===== src/rtl/if_stage_if.sv =====
// Instruction-memory request/response port used by the fetch stage.
// The master side issues requests; the slave side accepts them and returns in-order responses.
interface if_stage_if;
    logic        req;
    logic [31:0] addr;
    logic        ready;
    logic        valid;
    logic [31:0] rdata;

    modport master (output req, addr, input ready, valid, rdata);
    modport slave  (input req, addr, output ready, valid, rdata);
endinterface


===== src/rtl/if_stage.sv =====
// Fetch stage: owns the PC, keeps at most one request in flight and loads the IF/ID register.
// Responses that arrive after a redirect are drained; a one-entry buffer covers stalls.
module if_stage #(
    parameter logic [31:0] RESET_PC  = 32'h0000_0000,
    parameter logic [31:0] NOP_INSTR = 32'h0000_0013
) (
    input  logic        clk,
    input  logic        rst_n,
    input  logic        stall,
    input  logic        PCSel,
    input  logic [31:0] br_target,
    input  logic        flush_ID,
    if_stage_if.master  imem,
    output logic [31:0] instr_ID,
    output logic [31:0] pc_ID,
    output logic        valid_ID
);
    typedef enum logic [1:0] {FETCH, WAIT, HOLD, DISCARD} state_t;

    state_t      state;
    logic [31:0] pc;
    logic [31:0] pc_pend;
    logic [31:0] hold_instr;
    logic [31:0] hold_pc;
    logic [31:0] target;
    logic        accept;
    logic        load_resp;
    logic        load_hold;

    assign target = {br_target[31:2], 2'b00};

    // WAIT only chains a new request when the current response is consumed this cycle.
    assign imem.req  = (state == FETCH) |
                       ((state == WAIT) & imem.valid & ~stall & ~PCSel);
    assign imem.addr = pc;
    assign accept    = imem.req & imem.ready;

    assign load_resp = (state == WAIT) & imem.valid & ~stall & ~PCSel & ~flush_ID;
    assign load_hold = (state == HOLD) & ~stall & ~PCSel & ~flush_ID;

    always_ff @(posedge clk or negedge rst_n) begin
        if (!rst_n) begin
            state      <= FETCH;
            pc         <= RESET_PC;
            pc_pend    <= RESET_PC;
            hold_instr <= '0;
            hold_pc    <= '0;
        end else begin
            if (PCSel)
                pc <= target;
            else if (accept)
                pc <= pc + 32'd4;

            if (accept)
                pc_pend <= pc;

            case (state)
                FETCH: begin
                    if (accept)
                        state <= PCSel ? DISCARD : WAIT;
                end
                WAIT: begin
                    if (imem.valid) begin
                        if (PCSel) begin
                            state <= FETCH;
                        end else if (stall) begin
                            hold_instr <= imem.rdata;
                            hold_pc    <= pc_pend;
                            state      <= HOLD;
                        end else begin
                            state <= accept ? WAIT : FETCH;
                        end
                    end else if (PCSel) begin
                        state <= DISCARD;
                    end
                end
                HOLD: begin
                    if (PCSel || !stall)
                        state <= FETCH;
                end
                DISCARD: begin
                    if (imem.valid)
                        state <= FETCH;
                end
                default: state <= FETCH;
            endcase
        end
    end

    // Flush wins even under stall; a response dropped by flush or redirect never reaches IF/ID.
    always_ff @(posedge clk or negedge rst_n) begin
        if (!rst_n) begin
            instr_ID <= NOP_INSTR;
            pc_ID    <= RESET_PC;
            valid_ID <= 1'b0;
        end else if (flush_ID) begin
            instr_ID <= NOP_INSTR;
            valid_ID <= 1'b0;
        end else if (!stall) begin
            if (load_resp) begin
                instr_ID <= imem.rdata;
                pc_ID    <= pc_pend;
                valid_ID <= 1'b1;
            end else if (load_hold) begin
                instr_ID <= hold_instr;
                pc_ID    <= hold_pc;
                valid_ID <= 1'b1;
            end
        end
    end
endmodule


===== src/flat_wrapper.sv =====
// flat-port wrapper written by rule: the top's interface ports become plain ports
module if_stage_flat 
#(
    parameter logic [31:0] RESET_PC  = 32'h0000_0000,
    parameter logic [31:0] NOP_INSTR = 32'h0000_0013
)
  (clk, rst_n, stall, PCSel, br_target, flush_ID, instr_ID, pc_ID, valid_ID, imem_req, imem_addr, imem_ready, imem_valid, imem_rdata);
  if_stage_if imem_i ();
  input  logic clk;
  input  logic rst_n;
  input  logic stall;
  input  logic PCSel;
  input  logic [31:0] br_target;
  input  logic flush_ID;
  output logic [31:0] instr_ID;
  output logic [31:0] pc_ID;
  output logic valid_ID;
  output wire logic [$bits(imem_i.req)-1:0] imem_req;
  output wire logic [$bits(imem_i.addr)-1:0] imem_addr;
  input wire logic [$bits(imem_i.ready)-1:0] imem_ready;
  input wire logic [$bits(imem_i.valid)-1:0] imem_valid;
  input wire logic [$bits(imem_i.rdata)-1:0] imem_rdata;
  assign imem_req = imem_i.req;
  assign imem_addr = imem_i.addr;
  assign imem_i.ready = imem_ready;
  assign imem_i.valid = imem_valid;
  assign imem_i.rdata = imem_rdata;
  if_stage #(.RESET_PC(RESET_PC), .NOP_INSTR(NOP_INSTR)) u_core (.clk(clk), .rst_n(rst_n), .stall(stall), .PCSel(PCSel), .br_target(br_target), .flush_ID(flush_ID), .imem(imem_i), .instr_ID(instr_ID), .pc_ID(pc_ID), .valid_ID(valid_ID));
endmodule

===== config.mk =====
export PLATFORM = sky130hd
export DESIGN_NAME = if_stage_flat
export DESIGN_NICKNAME = d
export VERILOG_FILES = /design/src/rtl/if_stage_if.sv /design/src/rtl/if_stage.sv /design/src/flat_wrapper.sv
export SDC_FILE = /design/constraint.sdc
export NUM_CORES = 1
export LEC_CHECK = 0
export CAP_MARGIN = 30
export CORE_ASPECT_RATIO = 1.25
export CORE_MARGIN = 2
export CORE_UTILIZATION = 40
export CTS_BUF_LIST = sky130_fd_sc_hd__clkbuf_8 sky130_fd_sc_hd__clkbuf_16
export CTS_CLUSTER_DIAMETER = 200
export DETAILED_ROUTE_END_ITERATION = 12
export MAX_ROUTING_LAYER = met4
export PLACE_DENSITY = 0.72
export SKIP_LAST_GASP = 1
export SLEW_MARGIN = 20
export SYNTH_ARGS = -nofsm -noshare
export SYNTH_HDL_FRONTEND = slang
export SYNTH_SLANG_ARGS = --single-unit

===== constraint.sdc =====
create_clock -name clk -period 2.2 [get_ports clk]
set_clock_uncertainty 0.05 [all_clocks]
set_input_delay 0.33 -clock clk [delete_from_list [all_inputs] [get_ports clk]]
set_output_delay 0.33 -clock clk [all_outputs]
set_load 0.05 [all_outputs]

== After elaboration in Yosys (flattened, before gate mapping) ==
Index checks and enable logic that the tools add are counted.

* ROM bits: 0
* Bits in latches: 0
* Memories kept: 0
* Output and inout port bits: 98
* Flip-flop bits (word level): 195
* Bits in writable memories: 0

* Divide/modulo/power cells: 0
* Shift operators: 0
* Reduce and logical (&&, ||, !) cells: 10
* Bitwise gates (word level): 12
* Eq/ne operators: 8
* $add $sub $neg: 1
* Multiplexer cells: 22
* Multipliers: 0
* $lt $le $gt $ge: 0

{| class="wikitable"
|+ Operators with widths
! operator !! number
|-
| $mux 32 || 8
|-
| $add 32x3->32 const B || 1
|-
| $mux 2 || 8
|-
| $and 1x1->1 || 8
|-
| $pmux 2 s4 || 1
|-
| $reduce_and 4->1 || 2
|-
| $mux 1 || 5
|-
| $eq 2x2->1 const B || 2
|-
| $ne 2x1->1 const B || 2
|-
| $ne 2x2->1 const B || 2
|-
| $reduce_bool 2->1 || 2
|-
| $ne 3x3->1 const B || 1
|-
| $not 1->1 || 3
|-
| $reduce_and 3->1 || 1
|-
| $reduce_bool 3->1 || 1
|-
| $eq 2x1->1 const B || 1
|-
| $logic_not 2->1 || 1
|-
| $reduce_and 2->1 || 1
|-
| $logic_not 1->1 || 1
|-
| $logic_or 1x1->1 || 1
|-
| $or 1x1->1 || 1
|}

== Depth between registers and ports, before layout ==
* Depth in word-level cells: 11
* Gate-level depth with buffers: 8

== Worst setup path after synthesis ==
No wires, ideal clock.

* Path kind: reg-to-output
* Start: register u_core.state[1]
* End: output port imem_req
* Arrival: 1.993 ns
* Path slack: -0.173 ns
* Path buffers: 2
* Stages on the path, launching flop included: 6
* Cell sequence: dfrtp_1 -> nand3b_1 -> or3_1 -> clkbuf_1 -> clkbuf_1 -> o21ai_0

* Word-level cells in the longest chain between the ends: 5
* Elaborated cells on any way between the ends: 6

{| class="wikitable"
|+ Ends and longest elaborated chain
! what !! RTL line !! source
|-
| start, declared || if_stage.sv:20 || <nowiki>state_t state;</nowiki>
|-
| start signal, assigned || if_stage.sv:60 || <nowiki>state <= PCSel ? DISCARD : WAIT;</nowiki>
|-
| start signal, assigned || if_stage.sv:71 || <nowiki>state <= accept ? WAIT : FETCH;</nowiki>
|-
| $eq 2x1->1 || if_stage.sv:34 || <nowiki>((state == WAIT) & imem.valid & ~stall & ~PCSel);</nowiki>
|-
| $and 1x1->1 (3 in series) || if_stage.sv:34 ||
|-
| $or 1x1->1 * || if_stage.sv:33 || <nowiki>assign imem.req = (state == FETCH) |</nowiki>
|-
| end, declared || flat_wrapper.sv:18 || <nowiki>output wire logic [$bits(imem_i.req)-1:0] imem_req;</nowiki>
|}

Mark *: on every way between the ends. The rest lies on a longest branch, timed or not.

== Final worst setup path ==
* Start: register u_core.pc[7] (netlist: u_core.imem.addr[7])
* End: output port imem_addr[7]

{| class="wikitable"
|+ RTL lines
! what !! RTL line !! source
|-
| start, declared || if_stage.sv:21 || <nowiki>logic [31:0] pc;</nowiki>
|-
| start signal, assigned || if_stage.sv:50 || <nowiki>pc <= target;</nowiki>
|-
| start signal, assigned || if_stage.sv:52 || <nowiki>pc <= pc + 32'd4;</nowiki>
|-
| end, declared || flat_wrapper.sv:19 || <nowiki>output wire logic [$bits(imem_i.addr)-1:0] imem_addr;</nowiki>
|}

No word-level cell between the ends.

==> metrics.csv <==
stage,metric,value,unit
critical_path,slowest_stage,clkdlybuf4s50_1,
final_layout,syn_to_final_growth,35.7,%
critical_path,reg2regPathDepth,5,
timing,tightestPinTransition,574,ps
critical_path,worstReg2RegStart,u_core.imem.addr[14]$_DFFE_PN0P_,
critical_path,endpoint,imem_addr[7],
synth,syn-mean-instance-area,11.7,um^2
timing,drv_slew,0,
routing,antenna_left,0,
power_and_ir_drop,ir_worst_vdd,0.00101,V
critical_path,r2r-end,u_core.imem.addr[26]$_DFFE_PN0P_,
worst_hold_path,holdPathStages,3,
clock_tree,cts_tree,yes,
routing,drc_errors,0,
clock_tree,numCtsBuffers,17,
power_and_ir_drop,power_density,1190,mW/mm^2
routing,wl,20400,um
placed_design,routabilityCongestion,0.874,
critical_path,end_kind,output port,
die,rows,59,
critical_path,worstSetupStartpoint,u_core.imem.addr[7]$_DFFE_PN0P_,
global_routing,grt_pass1_vias,6285,
synth,synth_top_flop_cell,dfrtp_1,
timing,hold_slack,268,ps
critical_path,critPathKind,flop to output port,
die,core-area,0.0207,mm^2
synth,ys_seq_area_share,55.6,%
die,die_x,134,um
synth,yosys_warnings,0,
timing,relSlewSlack,61.6,%
final_layout,n_antenna_cell,0,
synth,synth-seq-cells,187,
global_routing,grt_pass1_wl,33400,um
clock_tree,htree_levels,4,
final_layout,fin_area,0.0114,mm^2
clock_tree,cts_root_buf,clkbuf_16,
critical_path,cp.arrival,1760,ps
die,dieArea,0.0222,mm^2
critical_path,cp_cell_sequence,buf_4 -> clkdlybuf4s50_1,
timing,fin_ws,55.5,ps
synth,synthCells,722,
synth,async_flop_share,100,%
timing,post-route-min-period,2140,ps
clock_tree,numClockSinks,187,
placed_design,post-place-ws,-415,ps
clock_tree,clk-insertion-delay-late,420,ps
global_routing,track_usage,19.4,%
global_routing,antenna_found_initial,0,
placed_design,io_buffers,162,
critical_path,crit_path_start_kind,flop,
global_routing,grt_max_degree,56,
critical_path,max_stage_delay,830,ps
die,io_pins,169,
timing,setup_viol,0,
final_layout,drive_above_1_share,22.8,%
critical_path,crit_fanout,6,
timing,hold_violations,0,
job,maxCapViolCount,0,
routing,vias,6315,
timing,fmax,466,MHz
synth,yosysUniqueCellTypes,44,
outcome,status,completed,
worst_hold_path,min_path_type,primary input to flop,
placed_design,dp_hpwl,14600,um
global_routing,gr-total-overflow,0,
routing,firstDrtPassIters,4,
synth,synth_area,0.00842,mm^2
placed_design,dpl-instance-area,0.0108,mm^2
clock_tree,clockBufferDepth,2,
critical_path,r2r_slack,130,ps
final_layout,fin_nets,983,
final_layout,nFillCells,1753,
routing,drt_iter0_drc,295,
routing,viasPerCell,5.27,
die,die_h,166,um
die,start_util,40.6,%
synth,synth-edff-count,0,
critical_path,worstPathRequired,1820,ps
power_and_ir_drop,p_leak,4.98,nW
routing,wl_per_cell,17.1,um
timing,finalCritPeriodShare,97.5,%
clock_tree,clk_pin_slew,70,ps
-- kinds of logic after synthesis --
kind of cell | synth area share, %
fa+ha+maj | 0.148
simple gates | 10.5
mux | 19.8
compound gates | 10.1
other cells | 0.0445
xor+xnor | 0.520
flops | 55.6
buf+inv | 3.27
-- area by class of cell --
type | instances | area [um^2] | area share (%)
sequential | 187 | 4700 | 41.1
multi-input combinational | 475 | 3520 | 30.8
timing repair buffer | 222 | 2250 | 19.6
clock buffer | 19 | 453 | 3.96
tap | 274 | 343 | 3.00
clock inverter | 13 | 141 | 1.24
inverter | 8 | 30.0 | 0.263
-- report_power, final --
part,switching [mW],internal [mW],leakage (nW)
logic,2.84,2.22,2.46
clock network,1.33,1.74,0.290
registers,0.751,4.72,2.23
total,4.92,8.68,4.98
-- Yosys cell counts (3+ instances only) --
library cell	count	area, um^2
dfrtp_1	184	4600
a21oi_1	32	160
buf_2	7	35.0
o31ai_1	17	128
nand2_1	18	67.6
nor4_1	4	25.0
clkbuf_1	37	139
or3_1	8	50.1
nor2b_1	4	25.0
buf_1	5	18.8
nor2_1	89	334
o21ai_0	14	70.1
mux2_2	95	1070
xnor2_1	5	43.8
or4_1	18	135
nand3_1	11	55.1
mux2i_1	60	601
a2111oi_0	3	26.3
a211oi_1	31	233
a211o_1	6	52.6
a31oi_1	21	131
buf_4	4	30.0
nand4_1	13	81.3
dfstp_2	3	78.8
and4_1	4	35.0
inv_1	7	26.3
-- worst max-delay path: cells and delay by family, from the launching register on --
kind	cells	cell delay, ps
flops	1	370
buf+inv	2	970
-- registers in the layout (all words and copies together), names as in the netlist --
signal and flops:
u_core.hold_instr 32, u_core.instr_ID 32, u_core.hold_pc 30, u_core.imem.addr 30
u_core.pc_ID 30, u_core.pc_pend 30, u_core.state 2, u_core.valid_ID 1
-- placed cells by master (no fill, tap or decap), drive strengths merged, types with 2 or more instances in the layout --
master           n
dfstp            3
buf             62
conb             4
mux2i           60
clkbuf          20
clkinvlp         3
nand3           11
a21oi           32
a31oi           21
or3              8
xnor2            5
nor2b            4
a211oi          31
inv             12
nand4           13
clkdlybuf4s50  148
and4             4
a21boi           2
clkinv           4
dfrtp          184
nand2           18
a2111oi          3
dlymetal6s2s     9
o21ai           14
nor2            89
nand2b           2
or4             18
mux2            95
bufinv           2
a211o            6
o31ai           17
nor4             4
and3             2
-- how the worst min path moves through the flow --
stage	from	to	slack (ps)
6_report	imem_valid	u_core.state[0]$_DFFE_PN0P_	270
5_1_grt	imem_valid	u_core.state[0]$_DFFE_PN0P_	250
2_1_floorplan	rst_n	u_core.hold_instr[0]$_DFFE_PN0P_	-20
4_1_cts	br_target[18]	u_core.imem.addr[18]$_DFFE_PN0P_	400
3_5_place_dp	rst_n	u_core.instr_ID[11]$_DFFE_PN0P_	290
3_3_place_gp	rst_n	u_core.instr_ID[11]$_DFFE_PN0P_	290
-- per-stage QoR --
stage          utilization [%]  std cells  power [mW]  TNS, ps
2_1_floorplan                -        725        8.79        0
3_3_place_gp              51.9       1161        10.4   -27150
3_5_place_dp              51.9       1161        10.6   -29150
4_1_cts                   54.8       1194        13.7    -12.0
5_1_grt                   55.1       1198        14.4    -10.2
6_report                  55.1       1198        13.6        0
-- routing by layer --
layer / part of all wire [%] / GRT usage, % / vias up
met5: 0 / - / -
met4: 1.3 / 5.50 / 0
met3: 5.0 / 3.75 / 18
met2: 48 / 30.8 / 194
met1: 45 / 25.5 / 3081
li1: - / - / 3022
-- timing repair --
item,CTS,global route
pin swaps,0,1
setup buffers,0,4
gates resized for setup,2,13
endpoints found under the hold margin,48,0
hold buffers,1,0
setup endpoints to repair,2,18
Power figures use the tool's default switching activity.
